## src/rtl/irq_collector.sv

```systemverilog
// ============================================================================
// Module   : irq_collector
// Purpose  : Interrupt concentrator. Synchronises up to 32 peripheral irq
//            lines, latches each one as rising-edge or level sensitive, and
//            combines the masked pending bits into one registered CPU irq.
//            RAW / MASK / PENDING / EDGE_CFG are reachable over a simple
//            chip-select slave bus.
// Ports    : clk          - system clock, rising edge
//            reset_n      - asynchronous active-low reset
//            irq_in       - N_IRQ raw interrupt lines (may be asynchronous)
//            irq          - combined interrupt to CPU (registered)
//            s_cs_n       - slave chip select, active low
//            s_address    - word address (0 RAW, 1 MASK, 2 PENDING, 3 EDGE_CFG)
//            s_read       - read strobe, qualified by ~s_cs_n
//            s_readdata   - registered read data, held until the next read
//            s_write      - write strobe, qualified by ~s_cs_n
//            s_writedata  - write data
// Revision : 1.0 - initial release
// ============================================================================
`default_nettype none

module irq_collector #(
    parameter int N_IRQ = 8
) (
    input  logic             clk,
    input  logic             reset_n,
    input  logic [N_IRQ-1:0] irq_in,
    output logic             irq,
    input  logic             s_cs_n,
    input  logic [1:0]       s_address,
    input  logic             s_read,
    output logic [31:0]      s_readdata,
    input  logic             s_write,
    input  logic [31:0]      s_writedata
);

    localparam logic [1:0] ADDR_RAW      = 2'd0;
    localparam logic [1:0] ADDR_MASK     = 2'd1;
    localparam logic [1:0] ADDR_PENDING  = 2'd2;
    localparam logic [1:0] ADDR_EDGE_CFG = 2'd3;

    logic [N_IRQ-1:0] sync1;
    logic [N_IRQ-1:0] sync;
    logic [N_IRQ-1:0] prev;
    logic [N_IRQ-1:0] pending;
    logic [N_IRQ-1:0] mask;
    logic [N_IRQ-1:0] edge_cfg;

    logic [N_IRQ-1:0] pending_next;
    logic [N_IRQ-1:0] edge_set;
    logic [N_IRQ-1:0] w1c;
    logic [N_IRQ-1:0] wdata;
    logic [31:0]      rd_word;

    logic rd_en;
    logic wr_en;
    logic wr_mask;
    logic wr_pending;
    logic wr_edge_cfg;

    // Upper write-data bits beyond N_IRQ are intentionally discarded.
    logic unused_wdata;
    assign unused_wdata = ^s_writedata;

    assign rd_en       = ~s_cs_n & s_read;
    assign wr_en       = ~s_cs_n & s_write;
    assign wr_mask     = wr_en & (s_address == ADDR_MASK);
    assign wr_pending  = wr_en & (s_address == ADDR_PENDING);
    assign wr_edge_cfg = wr_en & (s_address == ADDR_EDGE_CFG);
    assign wdata       = s_writedata[N_IRQ-1:0];

    // Rising edge seen on the synchronised line.
    assign edge_set = sync & ~prev;

    // W1C only touches edge-mode bits; level bits simply mirror the line.
    assign w1c = wr_pending ? (wdata & edge_cfg) : '0;

    // Edge bits: set beats clear in the same cycle, otherwise hold.
    // Level bits load sync1, i.e. the value sync takes at this same edge, so
    // pending always equals sync in level mode (two-edge input latency).
    // The mode used here is the current edge_cfg, so an EDGE_CFG write only
    // changes behaviour from the following cycle.
    assign pending_next = (edge_cfg & ((pending & ~w1c) | edge_set))
                        | (~edge_cfg & sync1);

    always_comb begin
        rd_word = '0;
        case (s_address)
            ADDR_RAW:      rd_word[N_IRQ-1:0] = sync;
            ADDR_MASK:     rd_word[N_IRQ-1:0] = mask;
            ADDR_PENDING:  rd_word[N_IRQ-1:0] = pending;
            ADDR_EDGE_CFG: rd_word[N_IRQ-1:0] = edge_cfg;
            default:       rd_word = '0;
        endcase
    end

    always_ff @(posedge clk or negedge reset_n) begin
        if (!reset_n) begin
            sync1      <= '0;
            sync       <= '0;
            prev       <= '0;
            pending    <= '0;
            mask       <= '0;
            edge_cfg   <= '0;
            irq        <= 1'b0;
            s_readdata <= '0;
        end else begin
            sync1   <= irq_in;
            sync    <= sync1;
            prev    <= sync;
            pending <= pending_next;
            // irq reflects register values from before this edge, giving the
            // one-cycle pending->irq and two-cycle MASK-write->irq latencies.
            irq     <= |(pending & mask);
            if (wr_mask) begin
                mask <= wdata;
            end
            if (wr_edge_cfg) begin
                edge_cfg <= wdata;
            end
            // Read samples pre-edge values, so a same-cycle write is not seen.
            if (rd_en) begin
                s_readdata <= rd_word;
            end
        end
    end

endmodule

`default_nettype wire
```

## config.mk

```make
export PLATFORM = sky130hd
export DESIGN_NAME = irq_collector
export DESIGN_NICKNAME = d
export VERILOG_FILES = /design/src/rtl/irq_collector.sv
export SDC_FILE = /design/constraint.sdc
export NUM_CORES = 1
export LEC_CHECK = 0
export BUFFER_PORTS_ARGS = -buffer_cell sky130_fd_sc_hd__buf_2
export CAP_MARGIN = 20
export CORE_ASPECT_RATIO = 0.8
export CORE_MARGIN = 2
export CORE_UTILIZATION = 53
export DETAILED_ROUTE_END_ITERATION = 6
export GPL_TIMING_DRIVEN = 0
export PLACE_DENSITY = 0.88
export SYNTH_ARGS = -nofsm -noshare
export SYNTH_HDL_FRONTEND = slang
export SYNTH_SLANG_ARGS = --single-unit
```

## constraint.sdc

```tcl
create_clock -name clk -period 2.4 [get_ports clk]
set_input_delay 0 -clock clk [delete_from_list [all_inputs] [get_ports clk]]
set_output_delay 0 -clock clk [all_outputs]
set_load 0.02 [all_outputs]
```

# Yosys cells after proc, flatten, opt, wreduce, memory -nomap -nowiden
# Cells that the tools add are included.
dict set report word_totals {
  inputBits 47
  word_cells 32
  regBits 57
}
dict set report classes {
  n_eq_ne 3
  bitwise_logic 17
  reduce_logical 2
  n_mux 2
}
# op count
set ops {}
lappend ops {{AND 8 bit} 6}
lappend ops {{case mux 8 bit (4 select lines)} 1}
lappend ops {{inverter 8 bit} 3}
lappend ops {{OR 8 bit} 2}
lappend ops {{2-to-1 mux 8 bit} 1}
lappend ops {{OR reduction 8 bit} 1}
lappend ops {{AND 1 bit} 5}
lappend ops {{== test 2 bit (second input constant)} 2}
lappend ops {{== test 2 x 1 -> 1 bit (second input constant)} 1}
lappend ops {{zero test 2 bit} 1}
lappend ops {{inverter 1 bit} 1}

# Longest topological paths before layout
# Gate-level depths: netlist of run 1.
dict set report depth {
  ltp_word 9
  depth_mapped 5
  depth_no_buf 3
}

# Worst setup path after synthesis of run 1
# OpenSTA, ideal clock, no wires.
dict set report synth_timing {
  path_kind {reg2reg}
  from {reg edge_cfg[0]}
  to {reg s_readdata[0]}
  path_buffers 0
  synth_period_minus_slack_ns 1.208
  required_time_ns 2.275
  t_arrival_ns 1.083
  stages_incl_launch_ff 3
  slack_ns 1.192
  setup_ns 0.125
  cell_sequence {dfrtp_1 > mux4_2 > mux2_2}
}
dict set report synth_between {
  elab_chain_len 1
}
# item line
set synth_lines {}
lappend synth_lines {{start, declared} 47} ;# logic [N_IRQ-1:0] edge_cfg;
lappend synth_lines {{start signal, assigned} 119} ;# edge_cfg <= wdata;
lappend synth_lines {{case mux 8 bit (4 select lines)} 88} ;# case (s_address)
lappend synth_lines {{end signal, assigned} 123} ;# s_readdata <= rd_word;
lappend synth_lines {{end, declared} 32} ;# output logic [31:0] s_readdata,
# No other way between the ends.
# A chain may end at the register's enable or synchronous reset.

# Worst setup path in the final report of run 1
dict set report layout_timing {
  from {reg edge_cfg[5]}
  to {reg s_readdata[5]}
}
# Same word-level chain as after synthesis.

==> results.yml, run 1 <==
placement:
  dp_hpwl_um: 2965
  pre_cts_slack_ns: 1.131
  portBuffers: 31
  gp_congestion: 0.8133
worst_setup_path:
  path_class: "register to register"
  worstRegToRegCells: 2
  cp_max_fo: 4
  crit_arrival_ns: 1.53
  crit_required_ns: 2.62
  end_kind: "register"
  r2r_slack_ns: 1.09
  r2r-end: "s_readdata[5]$_DFFE_PN0P_"
  timing.rr.start: "edge_cfg[5]$_DFFE_PN0P_"
  cp-start-kind: "register"
run_status:
  status: "finished clean"
route:
  first_pass_iters: 4
  drc_errors: 0
  drt_iter0_drc: 104
  via_count: 1607
  wl_per_cell_um: 14.79
  ant_nets: 0
  wl_um: 4746
  drt-vias-per-instance: 5.006
yosys:
  async_reset_ff_frac: 1.000
  syn_area_per_cell_um2: 13.32
  synth_edf_count: 0
  synthesis.area_um2: 2345
  synth_xor_area_frac: 0
  ys_seq_area_frac: 0.6083
  yosysWarnings: 0
  synth_ff_type: "dfrtp_1"
  ys_types: 19
  yosysMostFrequentCell: "dfrtp_1"
  synth_top_family_by_area: "multiplexers"
  synthAdderAreaFrac: 0
  synth_top_cell_by_area: "dfrtp_1"
  synth_simple_gate_area_share: 0.06510
  ys_ff_latch: 57
  synthTopCellsByCount: "dfrtp_1, buf_4, mux2_2, o21ai_0, nand2b_1"
  netlist_instances: 176
  synthTopCellsByArea: "dfrtp_1, buf_4, mux2_2"
  synth_compound_area_frac: 0.06830
  yosysTopAreaCellShare: 0.6083
  synthMuxAreaShare: 0.1537
finish:
  area_growth_pct: 32.12
  fin_nets: 306
  antenna_cells: 0
  layout-drive-gt1-share: 0.3750
  fin_util: 0.7323
die:
  die_height_um: 63.49
  core_area_um2: 4230
  num_io_pins: 80
  num_rows: 21
  start_util: 0.5543
  dieArea_um2: 4975
  die_w_um: 78.37
grt:
  grt_usage: 0.2152
  grt_overflow_total: 0
  grt_pass1_wl_um: 7645
  grt_pass1_vias: 1591
  antenna_found_initial: 0
  grt_max_degree: 34
power_and_ir_drop:
  total_power_mw: 2.746
  ir_drop_uv: 731.1
  power_density_nw_per_um2: 886.4
  leakage_nw: 1.498
min_path:
  hold_depth: 4
  hold_start: "s_address[1]"
  hold_path_end: "mask[3]$_DFFE_PN0P_"
  hp-class: "input port to register"
sta:
  hold_violations: 0
  finalCritPeriodShare: 0.5456
  grt_setup_unrepaired: "false"
  setup_slack_ns: 1.091
  fin_setup_tns_ns: 0
  min_period_ns: 1.309
  setup_viol: 0
  tightest_slew_ns: 0.7652
  relSlewSlack: 0.4898
  fin_skew_ns: 0.01165
  fmax_ghz: 0.7637
  slew_viol_final: 0
cts:
  cts.sinks: 57
  clk_latency_ns: 0.33
  cts_tree: "yes"
  clk_pin_slew_ns: 0.07
  cts_setup_buffers: 0
  htreeDepth: 3
  cts_root_buf: "clkbuf_8"
  cts_made_buffers: 9
  cts_resized: 0
  clockBufferDepth: 2
  postCtsHoldBufs: 17
job:
  cap_violations: 0
-- cell usage in the layout (no fill, tap or decap), types with 9 or more instances in the layout --
cell / n
buf_2: 32
buf_4: 25
clkbuf_8: 10
conb_1: 24
dfrtp_1: 57
dlygate4sd3_1: 17
mux2_2: 16
nand2b_1: 9
o21ai_0: 16
-- worst max-delay path, stage by stage, from the launching register on --
cell     delay (ns)
dfrtp_1        0.41
mux4_2         0.52
mux2_2         0.27
-- state kept, by name (all words and copies together), names as in the netlist --
register	cells
prev	8
mask	8
irq	1
pending	8
edge_cfg	8
sync	8
s_readdata	8
sync1	8
-- layer usage --
metal	global-route usage	wire, um
met5	0	0
met4	0.1250	159
met3	0.08739	360
met2	0.3319	2327
met1	0.2559	1899
-- cell type report --
type	instances	area [um^2]
Sequential cell	57	1426
Fill cell	284	1132
Multi-Input combinational cell	105	763.2
Timing Repair Buffer	49	352.8
Buffer	29	211.5
Clock buffer	10	137.6
Clock inverter	6	105.1
Tap cell	57	71.32
Inverter	8	30.03
-- through the flow --
stage / instance area (um^2) / instances / hold slack, ns
finish: 3098 / 321 / 0.2439
global route: 3098 / 321 / 0.2326
CTS: 3098 / 321 / 0.2253
detailed placement: 2685 / 288 / 0.1094
global placement: 2658 / 287 / 0.1075
floorplan: 2431 / 199 / -0.2956
-- power breakdown --
group	internal, mW	switching (mW)	total, mW	leakage [nW]
registers	1.10	0.104	1.21	0.671
logic	0.228	0.229	0.457	0.700
clock network	0.712	0.369	1.08	0.126
-- cell families after synthesis --
group | count (synthesis)
other | 1
AND/OR/NAND/NOR | 29
flip-flops | 57
buffers and inverters | 37
multiplexers | 24
AO/OA/AOI/OAI | 28
-- how the worst max path moves through the flow --
stage / start / end / slack (ns) / cells after the start
floorplan: edge_cfg[0]$_DFFE_PN0P_ / s_readdata[0]$_DFFE_PN0P_ / 1.19 / 2
global placement: edge_cfg[7]$_DFFE_PN0P_ / s_readdata[7]$_DFFE_PN0P_ / 1.16 / 2
detailed placement: edge_cfg[7]$_DFFE_PN0P_ / s_readdata[7]$_DFFE_PN0P_ / 1.13 / 2
CTS: edge_cfg[5]$_DFFE_PN0P_ / s_readdata[5]$_DFFE_PN0P_ / 1.10 / 2
global route: edge_cfg[7]$_DFFE_PN0P_ / s_readdata[7]$_DFFE_PN0P_ / 1.08 / 2
finish: edge_cfg[5]$_DFFE_PN0P_ / s_readdata[5]$_DFFE_PN0P_ / 1.09 / 2
Note: power is estimated with default switching activity, not from simulation.
==> inputs of run 2 (changes only) <==
- CORE_UTILIZATION: 53 -> 45
- PLACE_DENSITY: 0.88 -> 0.8
- clock period: 2.4 -> 1.1 ns (I/O delays scaled with it)
==> results.yml, run 2 (synthesis results as in run 1) <==
run_status:
  status: "finished with violations"
  violations: "setup timing"
power_and_ir_drop:
  leakage_nw: 1.592
  p_sw_mw: 1.533
  internal-power_mw: 4.021
  clkPwrFrac: 0.307
  ir_drop_uv: 987.2
  switching_share: 0.2761
  seq_power_share: 0.463
  power_density_nw_per_um2: 1719
  power_frac_comb: 0.230
route:
  via_count: 1641
  drt-vias-per-instance: 4.649
  drc_errors: 0
  first_pass_iters: 5
  drt_iter0_drc: 86
  wl_per_cell_um: 13.65
  wl_um: 4819
  ant_nets: 0
grt:
  grt_usage: 0.1818
  grt_pass1_wl_um: 7734
  grt_max_degree: 35
  grt_pass1_vias: 1636
  antenna_found_initial: 0
  grt_overflow_total: 0
sta:
  grt_setup_unrepaired: "true"
  fin_skew_ns: 0.008099
  slew_viol_final: 0
  fin_setup_tns_ns: -1.036
  setup_viol: 8
  setup_slack_ns: -0.1405
  tightest_slew_ns: 0.5696
  relSlewSlack: 0.6203
  min_period_ns: 1.240
  fmax_ghz: 0.8062
  hold_violations: 0
  finalCritPeriodShare: 1.128
die:
  num_io_pins: 80
  start_util: 0.4683
  die_w_um: 84.71
  num_rows: 23
  core_area_um2: 5007
  die_height_um: 68.57
  dieArea_um2: 5808
cts:
  cts_tree: "yes"
  cts_root_buf: "clkbuf_8"
  clockBufferDepth: 2
  htreeDepth: 3
  clk_pin_slew_ns: 0.06
  cts.sinks: 57
  clk_latency_ns: 0.34
  cts_resized: 0
  cts_made_buffers: 9
finish:
  final_common_cell: "dfrtp_1"
  layout-drive-gt1-share: 0.4261
  fin_nets: 333
  antenna_cells: 0
  area_growth_pct: 37.78
  finalInstanceArea_um2: 3231
  final_cell_mix: "dfrtp_1, buf_4, buf_2"
worst_setup_path:
  timing.rr.start: "sync[7]$_DFF_PN0_"
  crit_arrival_ns: 1.47
  cp_max_fo: 3
  r2r_slack_ns: -0.14
  cp-start-kind: "register"
  crit_required_ns: 1.33
  worstRegToRegCells: 2
  timing.critical_path.from: "sync[7]$_DFF_PN0_"
  crit_end: "s_readdata[7]$_DFFE_PN0P_"
  r2r-end: "s_readdata[7]$_DFFE_PN0P_"
  end_kind: "register"
  path_class: "register to register"
job:
  cap_violations: 0
placement:
  pre_cts_slack_ns: -0.2305
  gp_congestion: 0.7677
  portBuffers: 31
  dp_hpwl_um: 3188
  dpl_cell_area_um2: 2684
min_path:
  hp-class: "input port to register"
  hold_start: "s_write"
==> run 2: worst min path at each step <==
stage,depth (start not counted),to
floorplan,0,edge_cfg[0]$_DFFE_PN0P_
global placement,1,sync1[6]$_DFF_PN0_
detailed placement,1,sync1[1]$_DFF_PN0_
CTS,2,pending[5]$_DFF_PN0_
global route,4,edge_cfg[7]$_DFFE_PN0P_
finish,4,edge_cfg[7]$_DFFE_PN0P_
==> run 2: critical path, cell delays in order (launching register included) <==
cell and delay (ns):
dfrtp_1 0.40, mux4_2 0.47, mux2_2 0.27
==> run 2: per-stage QoR <==
| step | hold WS, ns | utilization | std cells | power, mW |
|---|---|---|---|---|
| after floorplan | -0.2956 | - | 199 | 3.270 |
| after global placement | 0.1078 | 0.5320 | 292 | 3.544 |
| after detailed placement | 0.01982 | 0.5360 | 293 | 3.606 |
| after CTS | 0.1910 | 0.6362 | 347 | 5.551 |
| after global routing | 0.1653 | 0.6452 | 353 | 5.839 |
| final | 0.1328 | 0.6452 | 353 | 5.554 |
==> run 2: timing repair <==
action | in CTS | in global routing
pin swaps | 0 | 1
hold endpoints to repair | 47 | 0
hold buffers | 17 | 0
endpoints found under the setup margin | 8 | 10
setup buffers | 21 | 6
==> run 2: final cells by class <==
class / count / area [um^2]
Fill cell: 391 / 1777
Sequential cell: 57 / 1426
Multi-Input combinational cell: 105 / 763.2
Timing Repair Buffer: 76 / 548.0
Buffer: 29 / 211.5
Clock buffer: 13 / 158.9
Tap cell: 62 / 77.57
Inverter: 8 / 30.03
Clock inverter: 3 / 15.01
==> run 2: layer usage <==
metal,routed length [um],part of all wire,GRT usage
met5,0,0,0
met4,62,0.013,0.07738
met3,263,0.055,0.06310
met2,2534,0.53,0.3159
met1,1958,0.41,0.2104
==> run 2: power by group through the flow <==
stage                     clock [mW]  combinational [mW]  sequential (mW)
after floorplan                    0               0.551             2.72
after global placement             0               0.902             2.64
after detailed placement           0               0.942             2.66
after CTS                       1.74                1.24             2.57
after global routing            1.84                1.39             2.61
final                           1.70                1.28             2.57
==> inputs of run 3 (changes only) <==
- CORE_UTILIZATION: 45 -> 49
- PLACE_DENSITY: 0.8 -> 0.82
- clock period: 1.1 -> 1.2 ns (I/O delays scaled with it)
==> results.yml, run 3 (synthesis results as in run 1) <==
grt:
  antenna_found_initial: 0
  grt_max_degree: 34
  grt_overflow_total: 0
  grt_usage: 0.2080
  grt_pass1_wl_um: 7762
  grt_pass1_vias: 1647
finish:
  final_common_cell: "dfrtp_1"
  area_growth_pct: 38.05
  layout-drive-gt1-share: 0.4198
  final_cell_mix: "dfrtp_1, buf_4, buf_2"
  fin_util: 0.7041
  antenna_cells: 0
  fin_nets: 336
sta:
  fmax_ghz: 0.7912
  setup_slack_ns: -0.06385
  setup_viol: 8
  slew_viol_final: 0
  fin_setup_tns_ns: -0.2470
  hold_violations: 0
  finalCritPeriodShare: 1.053
  relSlewSlack: 0.6214
  tightest_slew_ns: 0.5679
  fin_skew_ns: 0.005356
  min_period_ns: 1.264
  grt_setup_unrepaired: "true"
placement:
  dp_hpwl_um: 2954
  gp_congestion: 0.7855
  portBuffers: 31
  pre_cts_slack_ns: -0.08014
power_and_ir_drop:
  seq_power_share: 0.470
  switching_share: 0.2746
  leakage_nw: 1.597
  p_sw_mw: 1.384
  internal-power_mw: 3.657
  total_power_mw: 5.041
  power_frac_comb: 0.239
  ir_drop_uv: 1018
  power_density_nw_per_um2: 1557
  clkPwrFrac: 0.291
cts:
  clk_latency_ns: 0.34
  clockBufferDepth: 2
  cts_root_buf: "clkbuf_8"
  cts_tree: "yes"
  htreeDepth: 3
  cts.sinks: 57
  cts_made_buffers: 9
  clk_pin_slew_ns: 0.06
die:
  dieArea_um2: 5358
  die_height_um: 65.87
  core_area_um2: 4597
  num_rows: 22
  start_util: 0.5101
  num_io_pins: 80
  die_w_um: 81.34
route:
  first_pass_iters: 4
  via_count: 1689
  drt-vias-per-instance: 4.785
  ant_nets: 0
  drt_iter0_drc: 137
  wl_um: 4934
  wl_per_cell_um: 13.98
  drc_errors: 0
worst_setup_path:
  crit_slowest_cell: "mux4_2"
  path_class: "register to register"
  end_kind: "register"
  cp_max_fo: 3
  crit_arrival_ns: 1.48
  critPathTopFamily: "multiplexers"
  crit_path_cell_trace: "mux4_2 -> mux2_2"
  crit_required_ns: 1.42
  critical-path-max-stage-delay_ns: 0.46
  path_buf_inv: 0
  cp-start-kind: "register"
run_status:
  status: "finished with violations"
  violations: "setup timing"
min_path:
  hp-class: "input port to asynchronous set/reset pin"
job:
  cap_violations: 0
run 3: changes by cell type in the layout (fill, tap and decap cells not counted):
cell	before	now
mux2_4	0	1
clkbuf_8	11	10
buf_4	52	55
clkbuf_1	4	7
clkinv_2	3	0
mux2_2	16	15
run 3: per-layer routing:
layer  vias to the layer above  global-route usage  part of all wire
met3                        10             0.09426             0.067
li1                        794                   -                 -
met4                         0             0.07839             0.022
met5                         -                   0                 0
met1                       836              0.2383              0.39
met2                        49              0.3422              0.52
run 3: area by class of cell:
cell class                      instances  area (um^2)
Tap cell                               60        75.07
Clock buffer                           15        156.4
Fill cell                             316         1360
Sequential cell                        57         1426
Inverter                                8        30.03
Buffer                                 29        211.5
Timing Repair Buffer                   79        570.5
Multi-Input combinational cell        105        767.0
run 3: through the flow:
step / hold WS [ns] / cell area, um^2 / cells
final: 0.1954 / 3237 / 353
after global routing: 0.2457 / 3237 / 353
after CTS: 0.1938 / 3181 / 346
after detailed placement: 0.02188 / 2681 / 291
after global placement: 0.1073 / 2661 / 290
after floorplan: -0.2956 / 2431 / 199
run 3: timing repair:
item                                    4_1_cts  5_1_grt
endpoints found under the setup margin        8        8
endpoints found under the hold margin        48        0
gates resized for setup                       0        1
hold buffers                                 17        0
buffers inserted                             23        7
run 3: power groups by stage:
| stage | logic [mW] | clock network, mW | registers, mW |
|---|---|---|---|
| after floorplan | 0.505 | 0 | 2.49 |
| after global placement | 0.826 | 0 | 2.42 |
| after detailed placement | 0.859 | 0 | 2.44 |
| after CTS | 1.13 | 1.50 | 2.35 |
| after global routing | 1.31 | 1.60 | 2.40 |
| final | 1.21 | 1.47 | 2.37 |
run 3: path summary, 6_finish.rpt:
path                                      start                         to  slack (ns)  depth (start not counted)
setup / recovery           pending[7]$_DFF_PN0_  s_readdata[7]$_DFFE_PN0P_       -0.06                          2
hold / removal                          reset_n          sync[6]$_DFF_PN0_        0.20                          2
setup reg to reg           pending[7]$_DFF_PN0_  s_readdata[7]$_DFFE_PN0P_       -0.06                          2
hold reg to reg              sync1[1]$_DFF_PN0_          sync[1]$_DFF_PN0_        0.37                          0
max in group asynchronous               reset_n         sync1[1]$_DFF_PN0_        0.45                          3
min in group clk                        s_write    edge_cfg[2]$_DFFE_PN0P_        0.25                          4
run 3: worst reg2reg max path: stages (launching register included):
cell     delay [ns]
dfrtp_1        0.41
mux4_2         0.46
mux2_2         0.27
